### config.mk
export PLATFORM = sky130hd
export DESIGN_NAME = approx_err_monitor_flat
export DESIGN_NICKNAME = d
export VERILOG_FILES = /design/src/rtl/approx_err_monitor_pkg.sv /design/src/rtl/approx_err_monitor_if.sv /design/src/rtl/approx_err_monitor_err_distance_calc.sv /design/src/rtl/approx_err_monitor.sv /design/src/flat_wrapper.sv
export SDC_FILE = /design/constraint.sdc
export NUM_CORES = 1
export LEC_CHECK = 0
export ABC_AREA = 0
export CAP_MARGIN = 40
export CORE_MARGIN = 5
export CORE_UTILIZATION = 55
export DETAILED_ROUTE_END_ITERATION = 8
export HOLD_SLACK_MARGIN = 0.06
export PLACE_DENSITY_LB_ADDON = 0.05
export SKIP_LAST_GASP = 1
export SLEW_MARGIN = 40
export SYNTH_ARGS = -nofsm -noshare
export SYNTH_HDL_FRONTEND = slang
export SYNTH_HIERARCHICAL = 1
export SYNTH_SLANG_ARGS = --single-unit
### constraint.sdc
create_clock -name clk -period 4.8 [get_ports clk]
set_input_delay 0.96 -clock clk [delete_from_list [all_inputs] [get_ports clk]]
set_output_delay 0.96 -clock clk [all_outputs]
set_load 0.05 [all_outputs]
### src/rtl/approx_err_monitor_pkg.sv
// Shared types and constants for the approximate-multiplier error monitor.
package approx_mon_pkg;

  localparam int OPND_W    = 4;
  localparam int PROD_W    = 8;
  localparam int ED_W      = 8;
  localparam int DRAIN_CYC = 2;

  typedef enum logic [1:0] {
    ST_IDLE  = 2'd0,
    ST_RUN   = 2'd1,
    ST_DRAIN = 2'd2,
    ST_DONE  = 2'd3
  } mon_state_e;

  // Unsigned absolute difference of two products.
  function automatic logic [ED_W-1:0] abs_diff(input logic [PROD_W-1:0] x,
                                               input logic [PROD_W-1:0] y);
    return (x >= y) ? (x - y) : (y - x);
  endfunction

endpackage

### src/rtl/approx_err_monitor_if.sv
// Operand/product beat channel between the multiplier side and the monitor.
interface approx_err_monitor_if;
  import approx_mon_pkg::*;

  logic              in_valid;
  logic              in_ready;
  logic [OPND_W-1:0] a;
  logic [OPND_W-1:0] b;
  logic [PROD_W-1:0] approx_p;

  modport master (output in_valid, a, b, approx_p, input in_ready);
  modport slave  (input in_valid, a, b, approx_p, output in_ready);

endinterface

### src/rtl/approx_err_monitor_err_distance_calc.sv
// Second pipeline stage: registers the exact product and the approximate
// product, and presents the error distance derived from those registers.
// Optional macro ERR_BIAS_EN adds the signed difference output.
module err_distance_calc
  import approx_mon_pkg::*;
(
  input  logic              clk,
  input  logic              rst_n,
  input  logic              in_vld,
  input  logic [OPND_W-1:0] a,
  input  logic [OPND_W-1:0] b,
  input  logic [PROD_W-1:0] approx_p,
  output logic              out_vld,
  output logic [ED_W-1:0]   ed
`ifdef ERR_BIAS_EN
  ,
  output logic signed [PROD_W:0] diff
`endif
);

  logic              vld_q, vld_d;
  logic [PROD_W-1:0] exact_q, exact_d;
  logic [PROD_W-1:0] prod_q, prod_d;

  // Capture the exact product and the incoming approximation on a valid beat.
  always_comb begin
    vld_d   = in_vld;
    exact_d = exact_q;
    prod_d  = prod_q;
    if (in_vld) begin
      exact_d = {{(PROD_W-OPND_W){1'b0}}, a} * {{(PROD_W-OPND_W){1'b0}}, b};
      prod_d  = approx_p;
    end
  end

  // Stage-2 registers.
  always_ff @(posedge clk or negedge rst_n) begin
    if (!rst_n) begin
      vld_q   <= 1'b0;
      exact_q <= '0;
      prod_q  <= '0;
    end else begin
      vld_q   <= vld_d;
      exact_q <= exact_d;
      prod_q  <= prod_d;
    end
  end

  assign out_vld = vld_q;
  assign ed      = abs_diff(prod_q, exact_q);

`ifdef ERR_BIAS_EN
  assign diff = $signed({1'b0, prod_q}) - $signed({1'b0, exact_q});
`endif

endmodule

### src/rtl/approx_err_monitor.sv
// Error-statistics monitor for the 4x4 approximate multiplier.
// Accepts operand/product beats, runs them through a two-stage pipeline and
// accumulates error count, saturating ED sum and maximum ED over SAMPLES beats.
// Optional macro ERR_BIAS_EN adds the signed, saturating err_bias output.
//
// state    | meaning
// ---------+--------------------------------------------------------------
// ST_IDLE  | after reset, waiting for start; no beats accepted
// ST_RUN   | in_ready high, accepting beats until SAMPLES are taken
// ST_DRAIN | pipeline flushing; done follows the last accumulator update
// ST_DONE  | statistics final and held until the next start
module approx_err_monitor
  import approx_mon_pkg::*;
#(
  parameter  int SAMPLES = 256,
  parameter  int ACC_W   = 20,
  localparam int CNT_W   = $clog2(SAMPLES) + 1
) (
  input  logic                 clk,
  input  logic                 rst_n,
  input  logic                 start,
  approx_err_monitor_if.slave  mon_if,
  output logic                 busy,
  output logic                 done,
  output logic [CNT_W-1:0]     err_cnt,
  output logic [ACC_W-1:0]     err_sum,
  output logic [ED_W-1:0]      max_err
`ifdef ERR_BIAS_EN
  ,
  output logic signed [ACC_W:0] err_bias
`endif
);

  localparam int                 DRAIN_W  = $clog2(DRAIN_CYC + 1);
  localparam logic [CNT_W-1:0]   LAST_SMP = CNT_W'(SAMPLES - 1);
  localparam logic [DRAIN_W-1:0] DRAIN_LD = DRAIN_W'(DRAIN_CYC);

  mon_state_e         state_q, state_d;
  logic [CNT_W-1:0]   smp_q, smp_d;
  logic [DRAIN_W-1:0] drain_q, drain_d;
  logic               accept;
  logic               clr;

  logic              s1_vld_q, s1_vld_d;
  logic [OPND_W-1:0] s1_a_q, s1_a_d;
  logic [OPND_W-1:0] s1_b_q, s1_b_d;
  logic [PROD_W-1:0] s1_p_q, s1_p_d;

  logic              ed_vld;
  logic [ED_W-1:0]   ed;

  logic [CNT_W-1:0]  err_cnt_q, err_cnt_d;
  logic [ACC_W-1:0]  err_sum_q, err_sum_d;
  logic [ED_W-1:0]   max_err_q, max_err_d;
  logic [ACC_W:0]    sum_ext;

  assign accept = mon_if.in_valid && (state_q == ST_RUN);

  // Sequencing: sample counter counts up to SAMPLES, drain timer counts down.
  // DRAIN holds through DRAIN_CYC+1 edges so done rises one edge after the
  // final accumulator update.
  always_comb begin
    state_d = state_q;
    smp_d   = smp_q;
    drain_d = drain_q;
    clr     = 1'b0;
    case (state_q)
      ST_IDLE, ST_DONE: begin
        if (start) begin
          state_d = ST_RUN;
          clr     = 1'b1;
          smp_d   = '0;
        end
      end
      ST_RUN: begin
        if (accept) begin
          smp_d = smp_q + 1'b1;
          if (smp_q == LAST_SMP) begin
            state_d = ST_DRAIN;
            drain_d = DRAIN_LD;
          end
        end
      end
      ST_DRAIN: begin
        if (drain_q == '0) begin
          state_d = ST_DONE;
        end else begin
          drain_d = drain_q - 1'b1;
        end
      end
      default: state_d = ST_IDLE;
    endcase
  end

  // Control registers.
  always_ff @(posedge clk or negedge rst_n) begin
    if (!rst_n) begin
      state_q <= ST_IDLE;
      smp_q   <= '0;
      drain_q <= '0;
    end else begin
      state_q <= state_d;
      smp_q   <= smp_d;
      drain_q <= drain_d;
    end
  end

  // Stage 1 captures the accepted beat.
  always_comb begin
    s1_vld_d = accept;
    s1_a_d   = s1_a_q;
    s1_b_d   = s1_b_q;
    s1_p_d   = s1_p_q;
    if (accept) begin
      s1_a_d = mon_if.a;
      s1_b_d = mon_if.b;
      s1_p_d = mon_if.approx_p;
    end
  end

  // Stage-1 registers.
  always_ff @(posedge clk or negedge rst_n) begin
    if (!rst_n) begin
      s1_vld_q <= 1'b0;
      s1_a_q   <= '0;
      s1_b_q   <= '0;
      s1_p_q   <= '0;
    end else begin
      s1_vld_q <= s1_vld_d;
      s1_a_q   <= s1_a_d;
      s1_b_q   <= s1_b_d;
      s1_p_q   <= s1_p_d;
    end
  end

`ifdef ERR_BIAS_EN
  logic signed [PROD_W:0] ed_diff;
`endif

  err_distance_calc u_edc (
    .clk      (clk),
    .rst_n    (rst_n),
    .in_vld   (s1_vld_q),
    .a        (s1_a_q),
    .b        (s1_b_q),
    .approx_p (s1_p_q),
    .out_vld  (ed_vld),
    .ed       (ed)
`ifdef ERR_BIAS_EN
    ,
    .diff     (ed_diff)
`endif
  );

  assign sum_ext = {1'b0, err_sum_q} + (ACC_W+1)'(ed);

  // Accumulate one stage-2 result per cycle; start clears everything.
  always_comb begin
    err_cnt_d = err_cnt_q;
    err_sum_d = err_sum_q;
    max_err_d = max_err_q;
    if (clr) begin
      err_cnt_d = '0;
      err_sum_d = '0;
      max_err_d = '0;
    end else if (ed_vld) begin
      err_cnt_d = err_cnt_q + CNT_W'(ed != '0);
      err_sum_d = sum_ext[ACC_W] ? {ACC_W{1'b1}} : sum_ext[ACC_W-1:0];
      if (ed > max_err_q) max_err_d = ed;
    end
  end

  // Statistic registers.
  always_ff @(posedge clk or negedge rst_n) begin
    if (!rst_n) begin
      err_cnt_q <= '0;
      err_sum_q <= '0;
      max_err_q <= '0;
    end else begin
      err_cnt_q <= err_cnt_d;
      err_sum_q <= err_sum_d;
      max_err_q <= max_err_d;
    end
  end

`ifdef ERR_BIAS_EN
  logic signed [ACC_W:0]   err_bias_q, err_bias_d;
  logic        [ACC_W+1:0] bias_ext;

  assign bias_ext = {err_bias_q[ACC_W], err_bias_q}
                  + {{(ACC_W+1-PROD_W){ed_diff[PROD_W]}}, ed_diff};

  // Signed bias accumulation, clamped at both signed limits.
  always_comb begin
    err_bias_d = err_bias_q;
    if (clr) begin
      err_bias_d = '0;
    end else if (ed_vld) begin
      if (bias_ext[ACC_W+1] != bias_ext[ACC_W]) begin
        err_bias_d = bias_ext[ACC_W+1] ? {1'b1, {ACC_W{1'b0}}} : {1'b0, {ACC_W{1'b1}}};
      end else begin
        err_bias_d = bias_ext[ACC_W:0];
      end
    end
  end

  // Bias register.
  always_ff @(posedge clk or negedge rst_n) begin
    if (!rst_n) err_bias_q <= '0;
    else        err_bias_q <= err_bias_d;
  end

  assign err_bias = err_bias_q;
`endif

  assign mon_if.in_ready = (state_q == ST_RUN);
  assign busy            = (state_q == ST_RUN) || (state_q == ST_DRAIN);
  assign done            = (state_q == ST_DONE);
  assign err_cnt         = err_cnt_q;
  assign err_sum         = err_sum_q;
  assign max_err         = max_err_q;

endmodule

### src/flat_wrapper.sv
// flat-port wrapper written by rule: the top's interface ports become plain ports
module approx_err_monitor_flat import approx_mon_pkg::*;
#(
  parameter  int SAMPLES = 256,
  parameter  int ACC_W   = 20,
  localparam int CNT_W   = $clog2(SAMPLES) + 1
)
  (clk, rst_n, start, busy, done, err_cnt, err_sum, max_err, mon_if_in_valid, mon_if_a, mon_if_b, mon_if_approx_p, mon_if_in_ready);
  approx_err_monitor_if mon_if_i ();
  input  logic clk;
  input  logic rst_n;
  input  logic start;
  output logic busy;
  output logic done;
  output logic [CNT_W-1:0] err_cnt;
  output logic [ACC_W-1:0] err_sum;
  output logic [ED_W-1:0] max_err;
  input wire logic [$bits(mon_if_i.in_valid)-1:0] mon_if_in_valid;
  input wire logic [$bits(mon_if_i.a)-1:0] mon_if_a;
  input wire logic [$bits(mon_if_i.b)-1:0] mon_if_b;
  input wire logic [$bits(mon_if_i.approx_p)-1:0] mon_if_approx_p;
  output wire logic [$bits(mon_if_i.in_ready)-1:0] mon_if_in_ready;
  assign mon_if_i.in_valid = mon_if_in_valid;
  assign mon_if_i.a = mon_if_a;
  assign mon_if_i.b = mon_if_b;
  assign mon_if_i.approx_p = mon_if_approx_p;
  assign mon_if_in_ready = mon_if_i.in_ready;
  approx_err_monitor #(.SAMPLES(SAMPLES), .ACC_W(ACC_W)) u_core (.clk(clk), .rst_n(rst_n), .start(start), .mon_if(mon_if_i), .busy(busy), .done(done), .err_cnt(err_cnt), .err_sum(err_sum), .max_err(max_err));
endmodule
Word-level counts from Yosys, hierarchy flattened
Cells that the tools add are included.
{"block": "totals", "reg_bits": 84, "elab_cells": 66, "input_bits": 20, "output_inout_bits": 40}
{"block": "classes", "add_sub_neg": 6, "n_mux": 21, "n_mul": 1, "order_cmp": 2, "reduce_logical": 14, "n_eq_ne": 9}
{"operator": "$mux 20", "count": 3}
{"operator": "$mux 9", "count": 4}
{"operator": "$mux 8", "count": 4}
{"operator": "$add 20x8->21", "count": 1}
{"operator": "$pmux 9 s2", "count": 1}
{"operator": "$sub 8x8->8", "count": 2}
{"operator": "$mux 2", "count": 5}
{"operator": "$add 9x1->9", "count": 1}
{"operator": "$add 9x1->9 const B", "count": 1}
{"operator": "$eq 9x8->1 const B", "count": 1}
{"operator": "$ge 8x8->1", "count": 1}
{"operator": "$gt 8x8->1", "count": 1}
{"operator": "$mul 4x4->8", "count": 1}
{"operator": "$reduce_and 4->1", "count": 2}
{"operator": "$reduce_bool 2->1", "count": 4}
{"operator": "$reduce_bool 8->1", "count": 1}
{"operator": "$ne 2x1->1 const B", "count": 3}
{"operator": "$pmux 2 s3", "count": 1}
{"operator": "$eq 2x2->1 const B", "count": 2}
{"operator": "$logic_not 2->1", "count": 2}
{"operator": "$ne 2x2->1 const B", "count": 2}
{"operator": "$pmux 2 s2", "count": 1}
{"operator": "$reduce_and 3->1", "count": 1}
{"operator": "$eq 2x1->1 const B", "count": 1}
{"operator": "6 further kinds", "count": 7}

Logic depth before layout (Yosys ltp)
{"block": "depth", "ltp_word": 6, "mapped_depth": 16, "depth_no_buf": 15}

Hierarchy
The synthesis kept the hierarchy.
{"mod": "approx_err_monitor", "area_each_um2": 3762.4, "n_inst": 1, "cells_each": 378}
{"mod": "err_distance_calc", "area_each_um2": 1660.3, "n_inst": 1, "cells_each": 181}

Least setup slack after synthesis
OpenSTA, ideal clock, no wires.
{"block": "synth_timing", "path_kind": "reg2reg", "start": "register u_core.u_edc.exact_q[5]", "end": "register u_core.err_sum_q[17], in the netlist u_core/err_sum[17]", "setup_ns": 0.143, "path_buffers": 2, "synth_period_minus_slack_ns": 3.712, "arrival_time_ns": 3.569, "stages_incl_launch_ff": 17, "path_slack_ns": 1.088, "t_required_ns": 4.657, "cell_sequence": "dfrtp_1 inv_1 ha_1 buf_6 a21o_1 a21o_1 a211oi_4 mux2i_1 xor2_1 ha_1 a21o_1 a21o_1 a221o_1 buf_6 nand3_4 and4_1 nor3_1"}
{"block": "synth_between", "elab_chain_len": 6, "elab_cells_between_ends": 8, "cone_classes": "add/sub: 3; order compare: 1; mux: 4"}
{"item": "start, declared", "line": "approx_err_monitor_err_distance_calc.sv:22", "source": "logic [PROD_W-1:0] exact_q, exact_d;"}
{"item": "start signal, assigned", "line": "approx_err_monitor_err_distance_calc.sv:44", "source": "exact_q <= exact_d;"}
{"item": "$sub 8x8->8 or $ge 8x8->1 (tied branches)", "line": "approx_err_monitor_pkg.sv:19", "source": "return (x >= y) ? (x - y) : (y - x);"}
{"item": "$mux 8 *", "line": "approx_err_monitor_pkg.sv:19"}
{"item": "named net u_core.ed[5]", "line": "approx_err_monitor.sv:50", "source": "logic [ED_W-1:0] ed;"}
{"item": "$add 20x8->21 *", "line": "approx_err_monitor.sv:155", "source": "assign sum_ext = {1'b0, err_sum_q} + (ACC_W+1)'(ed);"}
{"item": "$mux 20 *", "line": "approx_err_monitor.sv:168", "source": "err_sum_d = sum_ext[ACC_W] ? {ACC_W{1'b1}} : sum_ext[ACC_W-1:0];"}
{"item": "$mux 20 *", "line": "approx_err_monitor.sv:166", "source": "end else if (ed_vld) begin"}
{"item": "$mux 20 *", "line": "approx_err_monitor.sv:162", "source": "if (clr) begin"}
{"item": "end signal, assigned", "line": "approx_err_monitor.sv:181", "source": "err_sum_q <= err_sum_d;"}
{"item": "end, declared", "line": "approx_err_monitor.sv:53", "source": "logic [ACC_W-1:0] err_sum_q, err_sum_d;"}
The timed path passes the listed nets; every way through them passes the cells marked *. The select of a mux whose other input is x is not followed.
A chain may end at the register's enable or synchronous reset.

Worst setup path after layout
Same ends and word-level chain as after synthesis.

==> metrics.md <==
| Metric | Value |
|---|---|
| Half-perimeter wire length after placement | `8380 um` |
| Final weighted congestion in routability-driven placement | `0.880` |
| Critical register-to-register path startpoint | `u_core/u_edc/exact_q[5]$_DFFE_PN0P_` |
| Transition time of the tightest slew-check pin | `0.672 ns` |
| Dominant cell by count in the synthesized netlist | `dfrtp_1` |
| Syn Inst Count | `559` |
| Total routing usage reported by global routing | `20.2%` |
| Width of the die | `109 um` |
| Number of CTS-inserted buffers | `9` |
| Count of pins over their slew limit | `0` |
| Data required time at the worst endpoint | `5.02 ns` |
| Critical path launch point type | `flop` |
| Async set-or-reset flop fraction in the synthesized netlist | `100%` |
| Clock latency on the worst-skew pair | `0.36 ns` |
| Biggest area consumer among synthesized cells | `dfrtp_1` |
| Fraction of the yosys area taken by sequential cells | `38.8%` |
| Final worst path period share | `87.9%` |
| Final hold viol count | `0` |
| Sequential cell area | `2100 um2` |
| Run status | `finished, final reports clean` |
| Class of the worst hold path | `flop to flop` |
| Total of hold buffers inserted after clock tree synthesis | `0` |
| Area inside the core boundary | `9680 um2` |
| Std cell rows | `36` |
| Combined area of the multi-input logic cells | `3080 um2` |
| Fin crit period | `4.22 ns` |
| Final Setup Violations | `0` |
| Mean instance size in the synthesized netlist | `9.70 um2` |
| Residual DRC count | `0` |
| Wire length of the first global-routing pass | `19,300 um` |
| Number of cells on the worst reg-to-reg path | `14` |
| Share of Yosys cell area claimed by the top area cell type | `38.8%` |
| Die area | `11,900 um2` |
| Vias in the first global route | `4,179` |
| Area grow syn2layout | `16.7%` |
| Effective utilization at floorplan | `56.0%` |
| Number of warnings printed during yosys synthesis | `6` |
| Port Buffer Count | `59` |
| Launch point of the worst path | `u_core/u_edc/exact_q[5]$_DFFE_PN0P_` |
| Type of element capturing the critical path | `flop` |
| Average wire per cell in the routed design | `15.0 um` |
| Share of cells above drive strength 1 | `9.03%` |
| Nets in the synthesized netlist | `638` |
| Aggregate negative setup slack | `0 ns` |
| Buffer levels on the longest clock path | `2` |
| CTS tree | `yes` |
| Initial antenna violation count | `0` |
| Diode insertion count for antenna repair | `0` |
| Number of instances resized during post-cts repair | `0` |
| Main area contributors after synthesis | `dfrtp_1 39%, ha_1 12%, o21ai_0 3.9%` |
| Total global routing overflow | `0` |
| Synth unique cells | `55` |
| Vias post-DR | `4,222` |
| Flip-flop cell with the highest count after synthesis | `dfrtp_1` |
| Crit Path Category | `flop to flop` |
| Top-level I/O count | `60` |
| RSZ-0062 raised after global routing | `no` |
| Pin count of the biggest net entering global routing | `85` |
| Post-CTS Setup Repair Bufs | `0` |
| Arrival time at the worst endpoint | `4.44 ns` |
| Clock tree root driver cell | `clkbuf_8` |
| Reg-to-reg setup timing slack | `0.58 ns` |
| Detail-routed via count per cell | `5.61` |
| Total wire length | `11,300 um` |
| DR pass1 iterations | `4` |
| Start point of the worst min-delay path | `u_core/s1_p_q[5]$_DFFE_PN0P_` |
| Remaining antenna violation count after routing | `0` |
| Final-layout fill cell count | `804` |
| Clock transition at the registers of the reported paths | `0.09 ns` |
| CTS sink count | `84` |
| Starting DRC count in detailed routing | `176` |
| Max Cap Viol | `0` |
| Clock Skew | `0.0127 ns` |
| Number of synthesized flops with an enable pin | `0` |
| #FFs+latches synth | `84` |
| F_max | `237 MHz` |
| Maximum fanout along the worst path | `10` |
| Die Height | `109 um` |
| H-Tree Depth | `3` |
| Worst rel slew slack | `55.1%` |
| WHS Path Cells | `2` |
| Most frequent cells after synthesis | `84 x dfrtp_1, 52 x ha_1, 42 x o21ai_0, 41 x inv_1, 39 x nand2_1` |
| Synth Cell Area | `5420 um2` |
| Number of nets at the end of the flow | `694` |
flip-flops by register name, indices dropped and copies added (netlist names):
signal and count:
u_core/drain_q 2, u_core/err_cnt 9, u_core/err_sum 20, u_core/max_err 8, u_core/s1_a_q 4, u_core/s1_b_q 4
u_core/s1_p_q 8, u_core/s1_vld_q 1, u_core/smp_q 9, u_core/state_q 2, u_core/u_edc/exact_q 8, u_core/u_edc/out_vld 1
u_core/u_edc/prod_q 8
final cells by class:
cell class,count,share of cell area (%)
Clock buffer,10,2.02
Clock inverter,6,1.03
Inverter,41,2.43
Multi-Input combinational cell,415,48.7
Sequential cell,84,33.2
Tap cell,133,2.63
Timing Repair Buffer,64,9.98
kinds of logic (layout without fill, tap and decap cells):
logic type,count (synthesis),count (layout),share of synthesized area (%)
xor gates and xnor gates,27,27,4.36
adders and majority gates,59,59,14.6
buffers and inverters,60,121,4.52
AOI/OAI and AO/OA,139,139,16.2
DFF,84,84,38.8
and+or+nand+nor,160,160,15.6
muxes,30,30,5.93
critical path, stage by stage, from the launching register on:
cell and delay, ns:
dfrtp_1 0.36, inv_1 0.06, ha_1 0.41, a21o_1 0.23, a21o_1 0.21, a211oi_4 0.48
mux2i_1 0.28, xor2_1 0.37, ha_1 0.36, a21o_1 0.21, a21o_1 0.17, a221o_1 0.47
nand3_4 0.22, and4_1 0.20, nor3_1 0.04
layout by cell type (no fill, tap or decap), types with 3 or more instances in the layout:
master / netlist / final
a21o_2: 3 / 3
mux2i_1: 13 / 13
clkbuf_8: 0 / 10
mux2_2: 17 / 17
and3_1: 11 / 11
nand3b_1: 6 / 6
a21oi_1: 36 / 36
o21ai_0: 42 / 42
inv_1: 41 / 41
buf_4: 0 / 5
and2_1: 13 / 13
and4_1: 4 / 4
nor3_1: 6 / 6
a211oi_2: 3 / 3
o21a_1: 4 / 4
fa_1: 7 / 7
a31oi_1: 13 / 13
ha_1: 52 / 52
dfrtp_1: 84 / 84
nor2b_1: 3 / 3
a21o_1: 13 / 13
nand3_1: 14 / 14
clkdlybuf4s50_1: 0 / 58
xor2_1: 18 / 18
nand2_1: 39 / 39
xnor2_1: 9 / 9
or3_1: 4 / 4
a211oi_1: 5 / 5
nand4_1: 13 / 13
nor2_1: 35 / 34
metal layers:
layer / track usage, % / part of all wire (%)
met5: 0 / 0
met4: 8.01 / 2.0
met3: 3.64 / 3.5
met2: 33.3 / 47
met1: 26.5 / 47
per-stage QoR:
step / cell area (um2) / hold slack, ns / utilization [%] / cells / setup slack [ns]
final: 6330 / 0.491 / 65.4 / 753 / 0.583
after global routing: 6330 / 0.529 / 65.4 / 753 / 0.410
after CTS: 6330 / 0.495 / 65.3 / 753 / 0.607
after detailed placement: 6130 / 0.478 / 63.3 / 737 / 0.639
after global placement: 6130 / 0.468 / 63.3 / 737 / 0.721
after floorplan: 5420 / 0.352 / - / 559 / 1.09
path summary, 6_finish.rpt:
path / endpoint
setup / recovery: u_core/err_sum[17]$_DFFE_PN0P_
hold / removal: u_core/u_edc/prod_q[5]$_DFFE_PN0P_
setup reg to reg: u_core/err_sum[17]$_DFFE_PN0P_
hold reg to reg: u_core/u_edc/prod_q[5]$_DFFE_PN0P_
max in group asynchronous: u_core/smp_q[0]$_DFFE_PN0P_
min in group asynchronous: u_core/err_cnt[3]$_DFFE_PN0P_
Power is left out: the tool's default activity adds up to more than one toggle a clock period on the data nets, which glitch-free logic cannot reach.
